==> config.mk <==
export PLATFORM = sky130hd
export DESIGN_NAME = vx_dcr_write_arbiter
export DESIGN_NICKNAME = d
export VERILOG_FILES = /design/src/rtl/piton_vortex_define.sv /design/src/rtl/vx_rr_pick.sv /design/src/rtl/vx_dcr_write_arbiter.sv
export SDC_FILE = /design/constraint.sdc
export NUM_CORES = 1
export LEC_CHECK = 0
export CORE_MARGIN = 3
export CORE_UTILIZATION = 38
export CTS_CLUSTER_DIAMETER = 60
export CTS_CLUSTER_SIZE = 10
export DETAILED_ROUTE_END_ITERATION = 8
export PLACE_DENSITY = 0.84
export SETUP_SLACK_MARGIN = 0.5
export SLEW_MARGIN = 40
export SYNTH_ARGS = -nofsm -noshare
export SYNTH_HDL_FRONTEND = slang
export SYNTH_SLANG_ARGS = --single-unit
==> constraint.sdc <==
create_clock -name clk -period 5.3 [get_ports clk]
set_input_delay 1.59 -clock clk [delete_from_list [all_inputs] [get_ports clk]]
set_output_delay 1.59 -clock clk [all_outputs]
set_load 0.03 [all_outputs]
==> src/rtl/piton_vortex_define.sv <==
// -----------------------------------------------------------------------------
// piton_vortex_define
// Shared definitions for the Piton <-> Vortex DCR write path.
//   dcr_arb_state_e        : write-arbiter FSM state encoding
//   VX_DCR_*_WIDTH_DEF     : default DCR address/data widths
//   idx_width()            : index width for an N-entry vector (minimum 1)
// -----------------------------------------------------------------------------
package piton_vortex_define;

    typedef enum logic [1:0] {
        ST_IDLE = 2'd0,
        ST_SEND = 2'd1,
        ST_HOLD = 2'd2
    } dcr_arb_state_e;

    localparam int unsigned VX_DCR_ADDR_WIDTH_DEF = 8;
    localparam int unsigned VX_DCR_DATA_WIDTH_DEF = 32;

    // Width needed to index n entries; a single entry still gets one bit.
    function automatic int unsigned idx_width(input int unsigned n);
        return (n > 1) ? $clog2(n) : 1;
    endfunction

endpackage

==> src/rtl/vx_rr_pick.sv <==
// -----------------------------------------------------------------------------
// vx_rr_pick
// Combinational round-robin priority picker: first set bit of i_valid at or
// above i_ptr, wrapping around.
//   i_valid [NUM_REQ]  request vector
//   i_ptr   [IW]       highest-priority index
//   o_grant [NUM_REQ]  one-hot winner (zero when nothing is valid)
//   o_idx   [IW]       winner index
//   o_any              at least one request valid
// -----------------------------------------------------------------------------
module vx_rr_pick
    import piton_vortex_define::*;
#(
    parameter int unsigned NUM_REQ = 2
) (
    input  logic [NUM_REQ-1:0]               i_valid,
    input  logic [idx_width(NUM_REQ)-1:0]    i_ptr,
    output logic [NUM_REQ-1:0]               o_grant,
    output logic [idx_width(NUM_REQ)-1:0]    o_idx,
    output logic                             o_any
);

    localparam int unsigned IW = idx_width(NUM_REQ);

    // Walk NUM_REQ positions starting at the pointer; first hit wins.
    always_comb begin
        int unsigned w_j;
        o_grant = '0;
        o_idx   = '0;
        o_any   = 1'b0;
        w_j     = 0;
        for (int unsigned k = 0; k < NUM_REQ; k++) begin
            w_j = (32'(i_ptr) + k) % NUM_REQ;
            if (!o_any && i_valid[w_j]) begin
                o_any        = 1'b1;
                o_grant[w_j] = 1'b1;
                o_idx        = IW'(w_j);
            end
        end
    end

endmodule

==> src/rtl/vx_dcr_write_arbiter.sv <==
// -----------------------------------------------------------------------------
// vx_dcr_write_arbiter
// Round-robin arbiter sharing the Vortex DCR write path between NUM_REQ
// requesters. A grant latches address/data, the write goes out as a one-cycle
// strobe once the buffer is ready, then address/data are held for HOLD_CYCLES
// so the buffer's two-flop valid synchronizer samples stable data.
//
// Ports:
//   clk, rst                 clock, asynchronous active-high reset
//   req_valid/addr/data      per-requester write request (slice i = requester i)
//   req_ready                one-hot accept pulse (combinational, IDLE only)
//   req_lock                 burst lock (used only with VX_DCR_ARB_LOCK_EN)
//   dcr_buffer_wr_valid      single-cycle write strobe
//   dcr_buffer_wr_addr/data  registered address/data
//   vx_buffer_rdy            DCR buffer not full
//   grant_id                 index of the last granted requester
//   wr_count                 writes issued downstream (wraps)
//
// Optional feature macro: VX_DCR_ARB_LOCK_EN -- a grant taken with req_lock
// high keeps the next grant on the same requester while it stays valid.
// -----------------------------------------------------------------------------
module vx_dcr_write_arbiter
    import piton_vortex_define::*;
#(
    parameter int unsigned NUM_REQ           = 2,
    parameter int unsigned VX_DCR_ADDR_WIDTH = VX_DCR_ADDR_WIDTH_DEF,
    parameter int unsigned VX_DCR_DATA_WIDTH = VX_DCR_DATA_WIDTH_DEF,
    parameter int unsigned HOLD_CYCLES       = 3,
    parameter int unsigned CNT_WIDTH         = 16
) (
    input  logic                                   clk,
    input  logic                                   rst,
    input  logic [NUM_REQ-1:0]                     req_valid,
    input  logic [NUM_REQ*VX_DCR_ADDR_WIDTH-1:0]   req_addr,
    input  logic [NUM_REQ*VX_DCR_DATA_WIDTH-1:0]   req_data,
    output logic [NUM_REQ-1:0]                     req_ready,
    input  logic [NUM_REQ-1:0]                     req_lock,
    output logic                                   dcr_buffer_wr_valid,
    output logic [VX_DCR_ADDR_WIDTH-1:0]           dcr_buffer_wr_addr,
    output logic [VX_DCR_DATA_WIDTH-1:0]           dcr_buffer_wr_data,
    input  logic                                   vx_buffer_rdy,
    output logic [idx_width(NUM_REQ)-1:0]          grant_id,
    output logic [CNT_WIDTH-1:0]                   wr_count
);

    localparam int unsigned IW = idx_width(NUM_REQ);
    localparam int unsigned HW = idx_width(HOLD_CYCLES);

    dcr_arb_state_e               r_state;
    dcr_arb_state_e               w_next_state;
    logic [IW-1:0]                r_rr_ptr;
    logic [IW-1:0]                r_grant_id;
    logic [VX_DCR_ADDR_WIDTH-1:0] r_addr;
    logic [VX_DCR_DATA_WIDTH-1:0] r_data;
    logic [CNT_WIDTH-1:0]         r_wr_count;
    logic [HW-1:0]                r_hold_cnt;

    logic [NUM_REQ-1:0]           w_pick_oh;
    logic [IW-1:0]                w_pick_idx;
    logic                         w_any;
    logic [NUM_REQ-1:0]           w_sel_oh;
    logic [IW-1:0]                w_sel_idx;
    logic [IW-1:0]                w_inc_ptr;
    logic [IW-1:0]                w_next_ptr;
    logic                         w_grant;
    logic                         w_xfer;

    vx_rr_pick #(
        .NUM_REQ (NUM_REQ)
    ) u_pick (
        .i_valid (req_valid),
        .i_ptr   (r_rr_ptr),
        .o_grant (w_pick_oh),
        .o_idx   (w_pick_idx),
        .o_any   (w_any)
    );

    // Pointer moves to the slot just after the winner.
    always_comb begin
        w_inc_ptr = (32'(w_sel_idx) == NUM_REQ - 1) ? '0 : w_sel_idx + IW'(1);
    end

`ifdef VX_DCR_ARB_LOCK_EN
    logic r_lock;
    logic w_lock_hit;

    // A locked owner that is still requesting pre-empts round-robin.
    always_comb begin
        w_lock_hit = r_lock && req_valid[r_grant_id];
        w_sel_oh   = w_lock_hit ? (NUM_REQ'(1) << r_grant_id) : w_pick_oh;
        w_sel_idx  = w_lock_hit ? r_grant_id : w_pick_idx;
        w_next_ptr = req_lock[w_sel_idx] ? r_rr_ptr : w_inc_ptr;
    end

    always_ff @(posedge clk or posedge rst) begin
        if (rst) begin
            r_lock <= 1'b0;
        end else if (w_grant) begin
            r_lock <= req_lock[w_sel_idx];
        end
    end
`else
    logic w_unused_lock;

    always_comb begin
        w_sel_oh   = w_pick_oh;
        w_sel_idx  = w_pick_idx;
        w_next_ptr = w_inc_ptr;
    end

    assign w_unused_lock = ^req_lock;
`endif

    assign w_grant = (r_state == ST_IDLE) && w_any;
    assign w_xfer  = (r_state == ST_SEND) && vx_buffer_rdy;

    // State register.
    always_ff @(posedge clk or posedge rst) begin
        if (rst) begin
            r_state <= ST_IDLE;
        end else begin
            r_state <= w_next_state;
        end
    end

    // Next-state logic.
    always_comb begin
        w_next_state = r_state;
        case (r_state)
            ST_IDLE: if (w_any)              w_next_state = ST_SEND;
            ST_SEND: if (vx_buffer_rdy)      w_next_state = ST_HOLD;
            ST_HOLD: if (r_hold_cnt == '0)   w_next_state = ST_IDLE;
            default:                         w_next_state = ST_IDLE;
        endcase
    end

    // State-decoded outputs; reset forces them low even with requests pending.
    always_comb begin
        req_ready           = '0;
        dcr_buffer_wr_valid = 1'b0;
        if (!rst) begin
            if (r_state == ST_IDLE) req_ready = w_sel_oh;
            if (r_state == ST_SEND) dcr_buffer_wr_valid = vx_buffer_rdy;
        end
    end

    // Grant bookkeeping, output data registers, write counter and hold timer.
    always_ff @(posedge clk or posedge rst) begin
        if (rst) begin
            r_rr_ptr   <= '0;
            r_grant_id <= '0;
            r_addr     <= '0;
            r_data     <= '0;
            r_wr_count <= '0;
            r_hold_cnt <= '0;
        end else begin
            if (w_grant) begin
                r_grant_id <= w_sel_idx;
                r_rr_ptr   <= w_next_ptr;
                r_addr     <= req_addr[32'(w_sel_idx) * VX_DCR_ADDR_WIDTH +: VX_DCR_ADDR_WIDTH];
                r_data     <= req_data[32'(w_sel_idx) * VX_DCR_DATA_WIDTH +: VX_DCR_DATA_WIDTH];
            end
            if (w_xfer) begin
                r_wr_count <= r_wr_count + CNT_WIDTH'(1);
                r_hold_cnt <= HW'(HOLD_CYCLES - 1);
            end else if ((r_state == ST_HOLD) && (r_hold_cnt != '0)) begin
                r_hold_cnt <= r_hold_cnt - HW'(1);
            end
        end
    end

    assign dcr_buffer_wr_addr = r_addr;
    assign dcr_buffer_wr_data = r_data;
    assign grant_id           = r_grant_id;
    assign wr_count           = r_wr_count;

    // A waiting requester must keep valid up until it is accepted.
    for (genvar i = 0; i < NUM_REQ; i++) begin : g_proto
        a_valid_held: assert property (@(posedge clk) disable iff (rst)
            (req_valid[i] && !req_ready[i]) |=> req_valid[i]);
    end

endmodule

==> run_results.csv <==
group,metric,value,unit
run_status,status,"completed",
sta,period_needed,4400,ps
route,drt_iter0_drc,201,
route,vias_per_cell,5.29,
sta,report.final.slew_viol_count,0,
clocking,clockRootBuffer,"clkbuf_8",
flow_run,maxCapViolCount,0,
sta,hold_violations,0,
global_route,grt_start_max_net_pins,63,
critical_path,endpoint_kind,"output port",
critical_path,path_class,"input pin to output port",
layout,nets,463,
sta,fin_crit_sh,83.1,%
critical_path,cp-startpoint,"req_valid[0]",
placed_design,io_buffer_count,144,
layout,layout-drive-gt1-share,6.33,%
sta,timing.fmax,227,MHz
layout,fin_util,67.1,%
logic_synthesis,synth_cells,230,
logic_synthesis,synth_top_flop_cell,"dfrtp_1",
min_path,hold_depth,1,
logic_synthesis,ys_types,27,
sta,setup_tns,0,ps
sta,setup_viol,0,
logic_synthesis,yosysSeqAreaShare,58.8,%
global_route,grt_usage,19.3,%
sta,fin_worst_skew,7.26,ps
logic_synthesis,syn_area,0.00264,sq mm
power_and_ir_drop,vdd_drop_max,0.351,mV
floorplan,num_rows,29,
logic_synthesis,avgSynthCellArea,11.5,sq um
logic_synthesis,synth_top_area_share,58.8,%
clocking,cts_tree,"done",
clocking,clock_latency,330,ps
placed_design,place_hpwl,5.61,mm
route,drt_wl_total,7.80,mm
clocking,clkTransAtPathRegs,70,ps
sta,worstMarginPinSlew,555,ps
floorplan,die_w,89.4,um
global_route,grt_pass1_vias,2378,
sta,slew_headroom,63.0,%
placed_design,gp_congestion,0.731,
global_route,antenna_found_initial,0,
clocking,numCtsBuffers,9,
min_path,hold_start,"wr_count[15]$_DFFE_PP0P_",
clocking,clock-sinks,62,
route,routedWlPerCell,17.1,um
global_route,overflow,0,
power_and_ir_drop,leakagePower,2.05,nW
logic_synthesis,ys_seq_elements,62,
critical_path,r2r_start,"r_state[0]$_DFFE_PP0P_",
route,drc_errors,0,
floorplan,pin_count,147,
clocking,htreeDepth,3,
logic_synthesis,postSynthNetCount,319,
logic_synthesis,synth-edff-count,0,
critical_path,rr_worst_depth,6,
floorplan,die_h,89.4,um
route,ant_nets,0,
critical_path,crit_arrival,2810,ps
global_route,grt_pass1_wl,11.6,mm
floorplan,initial_utilization,40.4,%
layout,area_growth,66.0,%
critical_path,path_max_fanout,4,
logic_synthesis,synth.most_common_cell,"dfrtp_1",
route,drtPass1Iterations,7,
logic_synthesis,synth_top_cell_by_area,"dfrtp_1",
floorplan,dieArea,0.00798,sq mm
floorplan,coreArea,0.00653,sq mm
route,vias,2411,
logic_synthesis,synthTopCellsByCount,"dfrtp_1, inv_1, a222oi_1",
clocking,clockBufferDepth,2,
critical_path,critical_path_required,3710,ps
logic_synthesis,yosysWarnings,0,
min_path,hold_class,"register to register",
power_and_ir_drop,p_per_area,575,mW/mm^2
critical_path,cp-start-kind,"input pin",
logic_synthesis,netlist_top_cells_area,"dfrtp_1, a222oi_1, inv_1",
layout,diodes,0,
logic_synthesis,async_flop_share,100,%
sta,rsz0062_at_grt,"no",
clocking,hold_buffers,0,
## timing repair
action | CTS | global route
setup endpoints to repair | 0 | 2
gates resized for setup | 0 | 2
buffers inserted | 0 | 0
## layout make-up
| class | instances | area, sq um |
|---|---|---|
| Clock buffer | 9 | 124 |
| Multi-Input combinational cell | 109 | 840 |
| Fill cell | 516 | 2150 |
| Clock inverter | 7 | 113 |
| Tap cell | 77 | 96.3 |
| Inverter | 43 | 165 |
| Sequential cell | 62 | 1550 |
| Timing Repair Buffer | 149 | 1490 |
## final timing paths
kind / end / slack, ps
worst max register to register: dcr_buffer_wr_data[17]$_DFFE_PP0P_ / 3420
worst min register to register: wr_count[15]$_DFFE_PP0P_ / 480
worst min-delay path: wr_count[15]$_DFFE_PP0P_ / 480
worst max-delay path: req_ready[1] / 900
min in group asynchronous: wr_count[5]$_DFFE_PP0P_ / 1860
max in group asynchronous: dcr_buffer_wr_addr[5]$_DFFE_PP0P_ / 3060
## layout by cell type, fill, tap and decap left out, drive strengths merged, types with 4 or more instances in the layout
cell type and n:
nor2 6, dfrtp 62, clkdlybuf4s50 141, and3 4
buf 6, a222oi 40, nand4 4, clkbuf 9
nand2 13, xnor2 14, inv 42, nand3 7
## per-stage QoR
stage	area (sq um)	hold WS, ps	cells	worst slack [ps]	power, mW
5_1_grt	4380	506	456	827	2.67
3_5_place_dp	4140	466	440	520	2.05
6_report	4380	479	456	898	2.52
2_1_floorplan	2640	463	230	767	1.53
3_3_place_gp	4110	458	438	528	2.00
4_1_cts	4370	479	456	513	2.55
## worst max-delay path, stage by stage
cell	delay (ps)
clkdlybuf4s50_1	570
nand2b_1	70
and3_1	190
and2_1	150
dlymetal6s2s_1	240
## routing by layer
layer	part of all wire (%)	vias up	global-route usage, %
met1	38	1163	22.2
met4	1.1	0	5.82
met5	0	-	0
met2	52	105	34.2
met3	8.4	8	6.27
li1	-	1135	-
## report_power, final
part / internal [mW] / switching, mW
Combinational: 0.550 / 0.687
Sequential: 0.662 / 0.128
Clock: 0.310 / 0.185
Total: 1.52 / 1.00
## sequential cells by signal (all words and copies together), names as in the netlist
register and count:
grant_id 1, wr_count 16, dcr_buffer_wr_data 32, r_state 2, dcr_buffer_wr_addr 8, r_hold_cnt 2
r_rr_ptr 1
## cells by family after synthesis
family                     Yosys count  synth area share, %
xor gates and xnor gates            15                 4.98
buffers and inverters               59                 9.86
AOI/OAI and AO/OA                   49                 17.3
DFF                                 62                 58.8
adders and majority gates            2                0.948
and+or+nand+nor                     43                 8.15
(Power assumes the default switching activity.)
